### src/rtl/axi_ic_pkg.sv
// Shared AXI interconnect constants: B-channel response codes and default ID geometry.
package axi_ic_pkg;

  localparam logic [1:0] BRESP_OKAY   = 2'b00;
  localparam logic [1:0] BRESP_EXOKAY = 2'b01;
  localparam logic [1:0] BRESP_SLVERR = 2'b10;
  localparam logic [1:0] BRESP_DECERR = 2'b11;

  localparam int ID_W_DEF  = 4;
  localparam int MST_W_DEF = 2;
  localparam int ERR_W_DEF = 8;

  // SLVERR and DECERR share bit 1; OKAY and EXOKAY have it clear.
  function automatic logic is_err(input logic [1:0] resp);
    return resp[1];
  endfunction

endpackage

### src/rtl/wr_resp_arb_s4_if.sv
// Write-response bundle between four slave B channels and one master B channel.
interface wr_resp_arb_s4_if
  import axi_ic_pkg::*;
#(
  parameter int ID_W = ID_W_DEF
);
  logic [ID_W-1:0] bid_s1;
  logic [ID_W-1:0] bid_s2;
  logic [ID_W-1:0] bid_s3;
  logic [ID_W-1:0] bid_s4;
  logic [1:0]      bresp_s1;
  logic [1:0]      bresp_s2;
  logic [1:0]      bresp_s3;
  logic [1:0]      bresp_s4;
  logic            bvalid_s1;
  logic            bvalid_s2;
  logic            bvalid_s3;
  logic            bvalid_s4;
  logic            bready_s1;
  logic            bready_s2;
  logic            bready_s3;
  logic            bready_s4;
  logic [ID_W-1:0] bid_m;
  logic [1:0]      bresp_m;
  logic            bvalid_m;
  logic            bready_m;

  // Environment side: drives slave responses and master ready.
  modport master (
    output bid_s1, bid_s2, bid_s3, bid_s4,
    output bresp_s1, bresp_s2, bresp_s3, bresp_s4,
    output bvalid_s1, bvalid_s2, bvalid_s3, bvalid_s4,
    input  bready_s1, bready_s2, bready_s3, bready_s4,
    input  bid_m, bresp_m, bvalid_m,
    output bready_m
  );

  // Arbiter side.
  modport slave (
    input  bid_s1, bid_s2, bid_s3, bid_s4,
    input  bresp_s1, bresp_s2, bresp_s3, bresp_s4,
    input  bvalid_s1, bvalid_s2, bvalid_s3, bvalid_s4,
    output bready_s1, bready_s2, bready_s3, bready_s4,
    output bid_m, bresp_m, bvalid_m,
    input  bready_m
  );

endinterface

### src/rtl/rr_arb4.sv
// Combinational 4-way round-robin grant: search starts just after the last granted index.
module rr_arb4 (
  input  logic [3:0] req,
  input  logic [1:0] ptr,
  output logic [3:0] gnt
);

  logic [1:0] idx_s;
  logic       found_s;

  // First requester in order ptr+1, ptr+2, ptr+3, ptr wins.
  always_comb begin
    gnt     = 4'b0000;
    idx_s   = 2'd0;
    found_s = 1'b0;
    for (int k = 1; k <= 4; k++) begin
      idx_s = ptr + 2'(k);
      if (!found_s && req[idx_s]) begin
        gnt[idx_s] = 1'b1;
        found_s    = 1'b1;
      end else begin
        found_s = found_s;
      end
    end
  end

endmodule

### src/rtl/wr_resp_arb_s4.sv
// Fair B-channel arbiter for one master port: four slaves, round-robin, one registered output slot,
// saturating error-response counter.
module wr_resp_arb_s4
  import axi_ic_pkg::*;
#(
  parameter int ID_W  = ID_W_DEF,
  parameter int MST_W = MST_W_DEF,
  parameter int ERR_W = ERR_W_DEF
) (
  input  logic                 aclk,
  input  logic                 areset,
  input  logic [MST_W-1:0]     sel,
  wr_resp_arb_s4_if.slave      bus,
  output logic [ERR_W-1:0]     err_cnt
);

  localparam logic [ERR_W-1:0] ERR_MAX = '1;

  logic [ID_W-1:0]  bid_a_s [4];
  logic [1:0]       bresp_a_s [4];
  logic [3:0]       bvalid_s;
  logic [3:0]       req_s;
  logic [3:0]       gnt_s;
  logic             acc_s;
  logic [1:0]       win_idx_s;
  logic [ID_W-1:0]  win_id_s;
  logic [1:0]       win_resp_s;

  logic [1:0]       ptr_r;
  logic [ID_W-1:0]  bid_m_r;
  logic [1:0]       bresp_m_r;
  logic             bvalid_m_r;
  logic [ERR_W-1:0] err_cnt_r;

  assign bid_a_s[0]   = bus.bid_s1;
  assign bid_a_s[1]   = bus.bid_s2;
  assign bid_a_s[2]   = bus.bid_s3;
  assign bid_a_s[3]   = bus.bid_s4;
  assign bresp_a_s[0] = bus.bresp_s1;
  assign bresp_a_s[1] = bus.bresp_s2;
  assign bresp_a_s[2] = bus.bresp_s3;
  assign bresp_a_s[3] = bus.bresp_s4;
  assign bvalid_s     = {bus.bvalid_s4, bus.bvalid_s3, bus.bvalid_s2, bus.bvalid_s1};

  // A slave only competes when its response is routed to this master.
  always_comb begin
    req_s = 4'b0000;
    for (int i = 0; i < 4; i++) begin
      req_s[i] = bvalid_s[i] & (bid_a_s[i][ID_W-1 -: MST_W] == sel);
    end
  end

  rr_arb4 u_rr_arb4 (
    .req (req_s),
    .ptr (ptr_r),
    .gnt (gnt_s)
  );

  // Output slot can take a new response when empty or being drained this cycle.
  assign acc_s = (|req_s) & (~bvalid_m_r | bus.bready_m) & areset;

  assign bus.bready_s1 = gnt_s[0] & acc_s;
  assign bus.bready_s2 = gnt_s[1] & acc_s;
  assign bus.bready_s3 = gnt_s[2] & acc_s;
  assign bus.bready_s4 = gnt_s[3] & acc_s;

  // Winner payload selection from the one-hot grant.
  always_comb begin
    win_idx_s  = 2'd0;
    win_id_s   = '0;
    win_resp_s = 2'b00;
    case (gnt_s)
      4'b0001: win_idx_s = 2'd0;
      4'b0010: win_idx_s = 2'd1;
      4'b0100: win_idx_s = 2'd2;
      4'b1000: win_idx_s = 2'd3;
      default: win_idx_s = 2'd0;
    endcase
    win_id_s   = bid_a_s[win_idx_s];
    win_resp_s = bresp_a_s[win_idx_s];
  end

  // Output register, priority pointer and error counter.
  always_ff @(posedge aclk) begin
    if (!areset) begin
      ptr_r      <= 2'd3;
      bid_m_r    <= '0;
      bresp_m_r  <= 2'b00;
      bvalid_m_r <= 1'b0;
      err_cnt_r  <= '0;
    end else begin
      if (acc_s) begin
        bid_m_r    <= win_id_s;
        bresp_m_r  <= win_resp_s;
        bvalid_m_r <= 1'b1;
        ptr_r      <= win_idx_s;
      end else if (bvalid_m_r && bus.bready_m) begin
        bvalid_m_r <= 1'b0;
      end else begin
        bvalid_m_r <= bvalid_m_r;
      end
      if (bvalid_m_r && bus.bready_m && is_err(bresp_m_r) && (err_cnt_r != ERR_MAX)) begin
        err_cnt_r <= err_cnt_r + {{(ERR_W-1){1'b0}}, 1'b1};
      end else begin
        err_cnt_r <= err_cnt_r;
      end
    end
  end

  assign bus.bid_m    = bid_m_r;
  assign bus.bresp_m  = bresp_m_r;
  assign bus.bvalid_m = bvalid_m_r;
  assign err_cnt      = err_cnt_r;

endmodule

### src/flat_wrapper.sv
// flat-port wrapper written by rule: the top's interface ports become plain ports
module wr_resp_arb_s4_flat import axi_ic_pkg::*;
#(
  parameter int ID_W  = ID_W_DEF,
  parameter int MST_W = MST_W_DEF,
  parameter int ERR_W = ERR_W_DEF
)
  (aclk, areset, sel, err_cnt, bus_bid_s1, bus_bid_s2, bus_bid_s3, bus_bid_s4, bus_bresp_s1, bus_bresp_s2, bus_bresp_s3, bus_bresp_s4, bus_bvalid_s1, bus_bvalid_s2, bus_bvalid_s3, bus_bvalid_s4, bus_bready_s1, bus_bready_s2, bus_bready_s3, bus_bready_s4, bus_bid_m, bus_bresp_m, bus_bvalid_m, bus_bready_m);
  wr_resp_arb_s4_if #(.ID_W(ID_W)) bus_i ();
  input  logic aclk;
  input  logic areset;
  input  logic [MST_W-1:0] sel;
  output logic [ERR_W-1:0] err_cnt;
  input wire logic [$bits(bus_i.bid_s1)-1:0] bus_bid_s1;
  input wire logic [$bits(bus_i.bid_s2)-1:0] bus_bid_s2;
  input wire logic [$bits(bus_i.bid_s3)-1:0] bus_bid_s3;
  input wire logic [$bits(bus_i.bid_s4)-1:0] bus_bid_s4;
  input wire logic [$bits(bus_i.bresp_s1)-1:0] bus_bresp_s1;
  input wire logic [$bits(bus_i.bresp_s2)-1:0] bus_bresp_s2;
  input wire logic [$bits(bus_i.bresp_s3)-1:0] bus_bresp_s3;
  input wire logic [$bits(bus_i.bresp_s4)-1:0] bus_bresp_s4;
  input wire logic [$bits(bus_i.bvalid_s1)-1:0] bus_bvalid_s1;
  input wire logic [$bits(bus_i.bvalid_s2)-1:0] bus_bvalid_s2;
  input wire logic [$bits(bus_i.bvalid_s3)-1:0] bus_bvalid_s3;
  input wire logic [$bits(bus_i.bvalid_s4)-1:0] bus_bvalid_s4;
  output wire logic [$bits(bus_i.bready_s1)-1:0] bus_bready_s1;
  output wire logic [$bits(bus_i.bready_s2)-1:0] bus_bready_s2;
  output wire logic [$bits(bus_i.bready_s3)-1:0] bus_bready_s3;
  output wire logic [$bits(bus_i.bready_s4)-1:0] bus_bready_s4;
  output wire logic [$bits(bus_i.bid_m)-1:0] bus_bid_m;
  output wire logic [$bits(bus_i.bresp_m)-1:0] bus_bresp_m;
  output wire logic [$bits(bus_i.bvalid_m)-1:0] bus_bvalid_m;
  input wire logic [$bits(bus_i.bready_m)-1:0] bus_bready_m;
  assign bus_i.bid_s1 = bus_bid_s1;
  assign bus_i.bid_s2 = bus_bid_s2;
  assign bus_i.bid_s3 = bus_bid_s3;
  assign bus_i.bid_s4 = bus_bid_s4;
  assign bus_i.bresp_s1 = bus_bresp_s1;
  assign bus_i.bresp_s2 = bus_bresp_s2;
  assign bus_i.bresp_s3 = bus_bresp_s3;
  assign bus_i.bresp_s4 = bus_bresp_s4;
  assign bus_i.bvalid_s1 = bus_bvalid_s1;
  assign bus_i.bvalid_s2 = bus_bvalid_s2;
  assign bus_i.bvalid_s3 = bus_bvalid_s3;
  assign bus_i.bvalid_s4 = bus_bvalid_s4;
  assign bus_bready_s1 = bus_i.bready_s1;
  assign bus_bready_s2 = bus_i.bready_s2;
  assign bus_bready_s3 = bus_i.bready_s3;
  assign bus_bready_s4 = bus_i.bready_s4;
  assign bus_bid_m = bus_i.bid_m;
  assign bus_bresp_m = bus_i.bresp_m;
  assign bus_bvalid_m = bus_i.bvalid_m;
  assign bus_i.bready_m = bus_bready_m;
  wr_resp_arb_s4 #(.ID_W(ID_W), .MST_W(MST_W), .ERR_W(ERR_W)) u_core (.aclk(aclk), .areset(areset), .sel(sel), .bus(bus_i), .err_cnt(err_cnt));
endmodule
### config.mk
export PLATFORM = sky130hd
export DESIGN_NAME = wr_resp_arb_s4_flat
export DESIGN_NICKNAME = d
export VERILOG_FILES = /design/src/rtl/axi_ic_pkg.sv /design/src/rtl/wr_resp_arb_s4_if.sv /design/src/rtl/rr_arb4.sv /design/src/rtl/wr_resp_arb_s4.sv /design/src/flat_wrapper.sv
export SDC_FILE = /design/constraint.sdc
export NUM_CORES = 1
export LEC_CHECK = 0
export ABC_AREA = 1
export CAP_MARGIN = 10
export CORE_MARGIN = 3
export CORE_UTILIZATION = 47
export CTS_CLUSTER_SIZE = 20
export DETAILED_ROUTE_END_ITERATION = 8
export GPL_TIMING_DRIVEN = 0
export PLACE_DENSITY = 0.78
export SETUP_SLACK_MARGIN = 0.05
export SYNTH_ARGS = -nofsm -noshare
export SYNTH_HDL_FRONTEND = slang
export SYNTH_SLANG_ARGS = --single-unit
### constraint.sdc
create_clock -name aclk -period 3.08 [get_ports aclk]
set_input_delay 0.308 -clock aclk [delete_from_list [all_inputs] [get_ports aclk]]
set_output_delay 0.308 -clock aclk [all_outputs]
set_load 0.02 [all_outputs]
==> metrics.sh <==
OUTCOME='finished, final reports clean'
STATIC_LEAKAGE_POWER_nW=1.11
CRITICAL_PATH_REQUIRED_NS=2.77
INITIAL_CORE_UTILIZATION_PCT=50.1
MAXUSEDROUTINGLAYER='met4'
CTS_TREE='done'
POSTSYNTHAREAPERCELL_SQ_UM=6.36
ROUTE.DETAILED.DRC=0
FIRST_GLOBAL_VIAS=1647
WORST_SKEW_PAIR.LATE_LATENCY_NS=0.29
ANTENNA_FOUND_INITIAL=0
MAXCAPVIOLCOUNT=0
WORSTSETUPPATHTYPE='flop to primary output'
DETAILEDPLACEMENTHPWL_UM=3470
WL_PER_CELL_UM=11.4
LAYOUT_COMMONEST_CELL='nand2_1'
SETUP_SKEW_NS=0.00783
HOLD_SLACK_NS=0.477
FINALSETUPVIOLATIONS=0
CLKTRANSATPATHREGS_NS=0.10
LAYOUT_SETUP_WS_NS=0.293
BOUNDARYPINS=52
SYN_NETS=311
FINALHOLDVIOLATIONS=0
WIRE_LENGTH_ON_MET1_UM=2190
DP_WORST_SETUP_SLACK_NS=-0.193
MAXIMUM_CLOCK_INSERTION_BUFFER_COUNT=2
GRT_FIRST_PASS_WIRELENGTH_UM=7270
FINALWEIGHTEDCONGESTION=0.888
RSZ_0062_RAISED_AFTER_GLOBAL_ROUTING='no'
HTREE_NUM_LEVELS=1
DIE_W_UM=66.3
CLK_ROOT_BUFFER_CELL='clkbuf_4'
WORSTPATHARRIVAL_NS=2.48
ROUTE.DETAILED.VIAS_PER_INST=4.98
CELLPOWERDENSITY_mW_PER_MM2=909
DRT_ITER0_MARKERS=119
CTS_MADE_BUFFERS=3
WORSTMARGINPINSLEW_NS=0.396
DIE_HT_UM=66.3
MET3WIRELENGTH_UM=211
SYNTHESIS.AREA_SQ_MM=0.00171
WIRELENGTH_UM=4230
TOTAL_VIA_COUNT_AFTER_DETAILED_ROUTING=1841
WORST_SETUP_PATH_END_KIND='primary output'
YS_SEQ_ELEMENTS=17
DIE-AREA_SQ_MM=0.00440
NETS=367
CLOCK.FMAX_MHz=359
FRACTION_OF_LAYOUT_INSTANCES_USING_A_DRIVE_STRENGTH_ABOVE_1_PCT=15.7
HOLD_BUFFER_COUNT_AT_CTS=0
GATE_COUNT_OF_THE_MAPPED_NETLIST=269
YS_SEQ_AREA_SHARE_PCT=19.9
HOLD_PATH.CLASS='flop to flop'
FINAL_PERIOD_MINUS_WORST_SETUP_SLACK_NS=2.79
ANTENNA_CELLS_INSERTED=0
WL_MET2_UM=1810
RELATIVE_MAX_TRANSITION_MARGIN_PCT=73.6
GRT_OVERFLOW_TOTAL=0
MOST-COMMON-LAYOUT-CELLS='nand2_1 (58), clkdlybuf4s50_1 (47), nand3_1 (45), inv_1 (41), nand4_1 (20)'
SETUP.WORST_PATH.START_CLASS='flop'
SINK_COUNT_OF_THE_CLOCK_TREE=17
DRT-PASS1-ITER-COUNT=4
PORTBUFFERS=51
YS_TYPES=24
MAXIMUM_NUMBER_OF_PINS_ON_ONE_NET_BEFORE_GLOBAL_ROUTE_REPAIR=15
ANTENNA_VIOLATING_NETS_POST_ROUTE=0
FINAL_PERIOD_UTIL_PCT=90.5
WORST-PATH-MAX-FANOUT=8
LAYOUT-AREA-OVERHEAD-VS-SYNTH_PCT=36.0
SYNTH-WARNING-COUNT=0
CORE_REGION_AREA_SQ_MM=0.00342
FINAL_MAX_SLEW_VIOL_COUNT=0
POWER.IR.VDD_WORST_mV=0.507
ROW_COUNT=21
GRT.TOTAL_USAGE_PCT=20.5
==> metrics by stage <==
| step | total power [mW] | util (%) | setup TNS [ns] | instances | area (sq um) |
|---|---|---|---|---|---|
| after CTS | 2.12 | 68.1 | 0 | 370 | 2330 |
| after global routing | 2.33 | 68.1 | 0 | 370 | 2330 |
| final | 2.12 | 68.1 | 0 | 370 | 2330 |
| after detailed placement | 1.97 | 66.7 | -0.747 | 366 | 2280 |
| after floorplan | 1.59 | - | 0 | 269 | 1710 |
| after global placement | 1.95 | 66.7 | -0.699 | 366 | 2280 |
==> final cells by class <==
class	count	area [sq um]
Tap cell	46	57.6
Sequential cell	17	343
Timing Repair Buffer	52	513
Inverter	49	194
Fill cell	300	1090
Clock buffer	4	26.3
Buffer	6	48.8
Multi-Input combinational cell	196	1140
==> per-layer routing <==
metal / vias up / track usage (%)
met3: 2 / 3.57
met2: 52 / 31.6
li1: 993 / -
met1: 794 / 30.4
met5: - / 0
met4: 0 / 2.28
==> report_power, final <==
part | switching, mW | internal [mW] | total, mW
Combinational | 1.05 | 0.639 | 1.69
Sequential | 0.0408 | 0.265 | 0.306
Clock | 0.0680 | 0.0504 | 0.118
==> cell usage after synthesis, drive strengths merged <==
library cell  number  area (sq um)
nand4             20           125
a21oi             12          82.6
ha                 9           113
nand2             72           325
inv               49           186
nand3             55           333
nor3               2          10.0
nor2              16          87.6
o21ai              8          40.0
nor4               1          6.26
buf                5          45.0
xnor2              1          8.76
clkbuf             2          7.51
dfxtp             17           340
==> kinds of logic (layout without fill, tap and decap cells) <==
group	Yosys count	after routing	synth area share, %
DFF	17	17	19.9
xor gates and xnor gates	1	1	0.512
AOI/OAI and AO/OA	20	20	7.17
and+or+nand+nor	166	166	51.9
adders and majority gates	9	9	6.58
buffers and inverters	56	111	14.0
==> critical path, stage by stage (launching register included) <==
cell and delay [ns]:
dfxtp_2 0.39, buf_4 0.18, clkinvlp_4 0.14, ha_4 0.30
inv_1 0.07, nand3_1 0.11, nand2_2 0.11, nor2_4 0.20
nand3_1 0.11, nand3_2 0.14, nand2_1 0.07, inv_1 0.05
dlygate4sd2_1 0.32
==> sequential cells by signal, indices dropped and copies added (netlist names) <==
register             flops
u_core.err_cnt           8
u_core.bus.bid_m         4
u_core.ptr_r             2
u_core.bus.bresp_m       2
u_core.bus.bvalid_m      1
==> final timing paths <==
| check | start | to | slack (ns) | depth (start not counted) |
|---|---|---|---|---|
| min | u_core.bus.bid_m[1] | u_core.bus.bid_m[1] | 0.48 | 2 |
| min reg2reg | u_core.bus.bid_m[1] | u_core.bus.bid_m[1] | 0.48 | 2 |
| max | u_core.ptr_r[0] | bus_bready_s4 | 0.29 | 12 |
| max reg2reg | u_core.ptr_r[0] | u_core.bus.bresp_m[0] | 0.54 | 17 |
==> timing repair <==
action | in CTS | in global routing
gates resized for setup | 9 | 0
endpoints found under the setup margin | 4 | 0
setup buffers | 1 | 0
Power figures use the tool's default switching activity.
